<file path="config.mk">
export PLATFORM = sky130hd
export DESIGN_NAME = word_ser
export DESIGN_NICKNAME = d
export VERILOG_FILES = /design/src/rtl/word_ser_pkg.sv /design/src/rtl/word_ser_tick.sv /design/src/rtl/word_ser.sv
export SDC_FILE = /design/constraint.sdc
export NUM_CORES = 1
export LEC_CHECK = 0
export ABC_AREA = 1
export BUFFER_PORTS_ARGS = -buffer_cell sky130_fd_sc_hd__buf_4
export CORE_ASPECT_RATIO = 1.1
export CORE_MARGIN = 5
export CORE_UTILIZATION = 36
export CTS_CLUSTER_SIZE = 30
export DETAILED_ROUTE_END_ITERATION = 8
export PLACE_DENSITY = 0.57
export SYNTH_ARGS = -nofsm -noshare
export SYNTH_HDL_FRONTEND = slang
export SYNTH_SLANG_ARGS = --single-unit
</file>
<file path="constraint.sdc">
create_clock -name clk -period 2.9 [get_ports clk]
set_input_delay 0.58 -clock clk [delete_from_list [all_inputs] [get_ports clk]]
set_output_delay 0.58 -clock clk [all_outputs]
set_load 0.02 [all_outputs]
</file>
<file path="src/rtl/word_ser_pkg.sv">
// rtl/word_ser_pkg.sv - shared types and sizing helpers for the word serialiser
package word_ser_pkg;

  // Line phase of the transmitter
  typedef enum logic [1:0] {
    IDLE  = 2'd0,
    START = 2'd1,
    DATA  = 2'd2,
    STOP  = 2'd3
  } state_t;

  // Counter width for a modulus of n, never narrower than one bit
  function automatic int cnt_width(input int n);
    int w;
    w = $clog2(n);
    return (w < 1) ? 1 : w;
  endfunction

  // Bits on the line per frame: start + data + stop
  function automatic int frame_bits(input int width);
    return width + 2;
  endfunction

  localparam int DEF_WIDTH      = 4;
  localparam int DEF_FRAME_BITS = DEF_WIDTH + 2;

endpackage

</file>
<file path="src/rtl/word_ser_tick.sv">
// rtl/word_ser_tick.sv - bit-period timer with terminal-count decode
module word_ser_tick
  import word_ser_pkg::*;
#(
  parameter int DIV = 4
) (
  input  logic clk,
  input  logic r,
  input  logic clear,
  input  logic run,
  output logic tc,
  output logic pre_tc
);

  localparam int TW = cnt_width(DIV);
  localparam int PRE_I = (DIV >= 2) ? DIV - 2 : 0;
  localparam logic [TW-1:0] LAST_CNT = TW'(DIV - 1);
  localparam logic [TW-1:0] PRE_CNT  = TW'(PRE_I);

  logic [TW-1:0] cnt;

  // Count 0..DIV-1 while a frame is on the line; an accept restarts the bit period
  always_ff @(posedge clk or negedge r) begin
    if (!r) begin
      cnt <= '0;
    end else if (clear) begin
      cnt <= '0;
    end else if (run) begin
      cnt <= (cnt == LAST_CNT) ? '0 : cnt + 1'b1;
    end
  end

  assign tc = run & (cnt == LAST_CNT);

  // Next cycle will be the terminal one (with DIV=1 every cycle is terminal)
  assign pre_tc = (DIV == 1) ? 1'b1 : (run & (cnt == PRE_CNT));

endmodule

</file>
<file path="src/rtl/word_ser.sv">
// rtl/word_ser.sv - parallel-to-serial framed transmitter, LSB first
module word_ser
  import word_ser_pkg::*;
#(
  parameter int WIDTH = 4,
  parameter int DIV   = 4
) (
  input  logic             clk,
  input  logic             r,
  input  logic [WIDTH-1:0] D,
  input  logic             valid,
  output logic             ready,
  output logic             sdo,
  output logic             busy
);

  localparam int IW = cnt_width(WIDTH);
  localparam logic [IW-1:0] LAST_IDX = IW'(WIDTH - 1);
  // On entry to STOP the first stop cycle is already terminal only when DIV=1
  localparam logic STOP_READY_ON_ENTRY = (DIV == 1);

  state_t           state;
  logic [WIDTH-1:0] shift;
  logic [WIDTH-1:0] shift_nx;
  logic [IW-1:0]    idx;
  logic             accept;
  logic             tc;
  logic             pre_tc;

  assign accept   = valid & ready;
  assign shift_nx = shift >> 1;

  word_ser_tick #(
    .DIV(DIV)
  ) u_tick (
    .clk   (clk),
    .r     (r),
    .clear (accept),
    .run   (state != IDLE),
    .tc    (tc),
    .pre_tc(pre_tc)
  );

  // Frame sequencer; outputs are registered so they reflect the state being entered
  always_ff @(posedge clk or negedge r) begin
    if (!r) begin
      state <= IDLE;
      shift <= '0;
      idx   <= '0;
      sdo   <= 1'b1;
      busy  <= 1'b0;
      ready <= 1'b1;
    end else begin
      case (state)
        IDLE: begin
          if (accept) begin
            state <= START;
            shift <= D;
            idx   <= '0;
            sdo   <= 1'b0;
            busy  <= 1'b1;
            ready <= 1'b0;
          end
        end
        START: begin
          if (tc) begin
            state <= DATA;
            sdo   <= shift[0];
          end
        end
        DATA: begin
          if (tc) begin
            shift <= shift_nx;
            if (idx == LAST_IDX) begin
              state <= STOP;
              idx   <= '0;
              sdo   <= 1'b1;
              ready <= STOP_READY_ON_ENTRY;
            end else begin
              idx <= idx + 1'b1;
              sdo <= shift_nx[0];
            end
          end
        end
        STOP: begin
          if (tc) begin
            if (accept) begin
              // Chain straight into the next frame with no idle gap
              state <= START;
              shift <= D;
              idx   <= '0;
              sdo   <= 1'b0;
              busy  <= 1'b1;
              ready <= 1'b0;
            end else begin
              state <= IDLE;
              sdo   <= 1'b1;
              busy  <= 1'b0;
              ready <= 1'b1;
            end
          end else begin
            ready <= pre_tc;
          end
        end
        default: begin
          state <= IDLE;
          sdo   <= 1'b1;
          busy  <= 1'b0;
          ready <= 1'b1;
        end
      endcase
    end
  end

endmodule

</file>
==> key figures <==
Run status
  – Status: complete, no violations

Timing
  – Final period utilization: 56.58%
  – Number of max-slew violations in the final report: 0
  – Final Hold Viols: 0
  – Least-Margin Pin Slew: 0.4543 ns
  – Max-Slew Margin vs Limit: 69.71%
  – Post-Route Setup TNS: 0 ns
  – Highest Clock Rate: 0.6095 GHz
  – Min cycle time layout: 1.641 ns
  – Unrepaired setup endpoints after global routing: no
  – Worst setup skew after layout: 0.004350 ns
  – Total setup violations reported at the end of the flow: 0

Setup path
  – Worst setup path start: state[0]
  – Worst Path Required: between 3 and 4 ns
  – Nature of the critical path startpoint: register
  – Ordered cell list for the critical path: inv_1, ha_1, inv_4, a21oi_2, nand2_2, nand2_1, o21ai_1
  – Critical path fanouts, max: 12
  – Reg-to-Reg Start: state[0]
  – Data arrival time of the worst path: 1.79 ns
  – Maximum cell stage delay along the critical path: 0.44 ns
  – Slowest cell on the critical path: sky130_fd_sc_hd__ha_1
  – Critical Setup Path Class: reg2reg
  – Critical path capture point type: register
  – Count of cells along the worst register-to-register path: 7

CTS
  – Clock Root Buffer: sky130_fd_sc_hd__clkbuf_4
  – CTS H-Tree Depth: 1
  – Clk Latency, worst-skew pair: 0.27 ns
  – Clock transition at the register clock pins on the worst setup and hold paths after CTS: 0.08 ns
  – Clock sink count: 13
  – Total CTS buffers: 3
  – Clock tree from TritonCTS: built
  – Hold-fix buffers, CTS: 0
  – Post-CTS Setup Bufs: 0
  – Clk buf depth: 2
  – Post-cts resize count: 0

Power
  – Power density over cell area: approximately 320 nW/µm²
  – Peak VDD IR: around 0.21 mV
  – Overall Power: 0.0003013 W
  – LEAKAGE: 0.4534 nW

Synthesis
  – Number of cells produced by synthesis: 98
  – Netlist area before placement: 820.8 µm²
  – Mean post-synth cell area: 8.375 µm²
  – Register bit count reported by yosys: 13
  – Sequential element share of the synthesized area: 39.94%
  – Post-synth cell types: 22
  – Synthesized netlist net count: 112
  – Synthesis Warnings: 0

Die
  – Effective utilization at floorplan: 37.19%
  – Core outline area: approximately 2200 µm²
  – Row count: 18
  – Die H: between 60 and 70 µm
  – Die span in x: 55.53 µm
  – DIE AREA: around 3300 µm²
  – Number of top-level pins: 10

Route
  – Routed vias/inst: about 4.6
  – DRC Markers: 0
  – First-pass iteration count of the detailed router: 4
  – Number of routed nets with antenna violations: 0
  – Overall routed net length: approximately 1600 µm
  – Vias: roughly 640
  – Drt initial violations: 13
  – Average detailed-routed wire length per instance: 11.36 µm

Worst hold path
  – Classification of the worst-slack hold path: in2async

Layout
  – Share of post-route cells with drive strength above 1: 23.85%
  – Number of inserted diodes: 0
  – Fin util: 42.12%
  – Most common cell after layout, fill and taps aside: sky130_fd_sc_hd__nand2_1
  – Commonest non-fill, non-tap cells in the layout: sky130_fd_sc_hd__nand2_1 (26), sky130_fd_sc_hd__dfrtp_1 (11), sky130_fd_sc_hd__inv_1 (9), sky130_fd_sc_hd__buf_4 (9), sky130_fd_sc_hd__ha_1 (7)
  – Relative area change from synthesis to final layout: 13.26%
  – Nets: 124

Run
  – Reported max-cap violation count: 0

Global route
  – Global-route wire length before repair: 2746 µm
  – Total congestion overflow after global routing: 0
  – Via count of the first global-routing pass: between 600 and 700
  – Antenna violations before repair: 0
  – All-layer global routing usage: a little over a tenth
  – Pin count of the biggest net entering global routing: 14

Placement
  – Detail Placement HPWL: 1241 µm
  – Port-buffer cells: 9
  – Final RePlAce weighted congestion: 0.7796
-- cell type report --
class / count / area (µm²)
clock buffer: 4 / 26.28
multi-input combinational: 72 / 426.7
fill: 253 / 1277
sequential: 13 / 327.8
tap: 30 / 37.54
inverter: 11 / 43.79
timing repair buffer: 9 / 67.56
-- worst paths after layout --
| kind | slack (ns) | to |
|---|---|---|
| worst max-delay path | 1.26 | shift[2] |
| worst min-delay path | 0.14 | state[0] |
| worst max register to register | 1.26 | shift[2] |
| worst min register to register | 0.48 | busy |
| max in group asynchronous | 2.52 | sdo |
| min in group clk | 0.48 | busy |
-- Yosys cell counts --
master,number,share of area (%)
sky130_fd_sc_hd__a211oi_1,1,0.91
sky130_fd_sc_hd__inv_4,1,0.76
sky130_fd_sc_hd__nand2_1,26,12
sky130_fd_sc_hd__ha_1,7,11
sky130_fd_sc_hd__dfstp_2,2,6.4
sky130_fd_sc_hd__inv_1,9,4.1
sky130_fd_sc_hd__mux2i_1,2,2.4
sky130_fd_sc_hd__o21ai_1,4,2.4
sky130_fd_sc_hd__o21ai_0,5,3.0
sky130_fd_sc_hd__o21ai_2,5,5.3
sky130_fd_sc_hd__nand3_1,6,3.7
sky130_fd_sc_hd__nor2_1,5,2.3
sky130_fd_sc_hd__a21oi_2,1,1.1
sky130_fd_sc_hd__buf_6,2,2.7
sky130_fd_sc_hd__a21oi_1,1,0.61
sky130_fd_sc_hd__a21boi_0,1,0.91
sky130_fd_sc_hd__nand4_1,4,3.0
sky130_fd_sc_hd__nand2_4,1,1.4
sky130_fd_sc_hd__dfrtp_1,11,34
sky130_fd_sc_hd__or2_2,1,0.76
sky130_fd_sc_hd__nand2_2,2,1.5
sky130_fd_sc_hd__inv_2,1,0.46
-- layer usage --
| layer | global-route usage (%) | wire [µm] | vias up |
|---|---|---|---|
| met4 | 6.250 | 14 | 0 |
| met2 | 16.55 | 730 | 12 |
| met1 | 13.35 | 768 | 282 |
| met5 | 0 | 0 | - |
| li1 | - | - | 346 |
| met3 | 2.376 | 65 | 2 |
-- stage by stage --
step                hold slack, ns  cells  setup WS (ns)  area, µm²
floorplan                   0.2844     98          1.541      820.8
global placement            0.4377    135          1.290      903.4
detailed placement          0.4395    135          1.260      903.4
CTS                         0.1371    139          1.247      929.6
global route                0.1430    139          1.105      929.6
finish                      0.1425    139          1.259      929.6
-- flip-flops by register name (all words and copies together), names as in the netlist --
name / count
shift: 4
idx: 2
state: 2
u_tick.cnt: 2
busy: 1
ready: 1
sdo: 1
-- critical path: cells and delay by family (launching register included) --
family	cells	cell delay, ns
DFF	1	0.42
and+or+nand+nor	2	0.27
adders and majority gates	1	0.44
buffers and inverters	2	0.17
AOI/OAI and AO/OA	2	0.22
-- where the power goes --
group          switching, W  internal (W)
clock network     0.0000551     0.0000532
registers                 0      0.000181
logic            0.00000585    0.00000593
-- kinds of logic (layout without fill, tap and decap cells) --
family | after synthesis | after routing | share of synthesized area (%)
buffers and inverters | 13 | 24 | 8.079
and+or+nand+nor | 45 | 45 | 24.54
muxes | 2 | 2 | 2.439
adders and majority gates | 7 | 7 | 10.67
AOI/OAI and AO/OA | 18 | 18 | 14.33
DFF | 13 | 13 | 39.94
No activity file was read; power rests on OpenSTA's default activity.
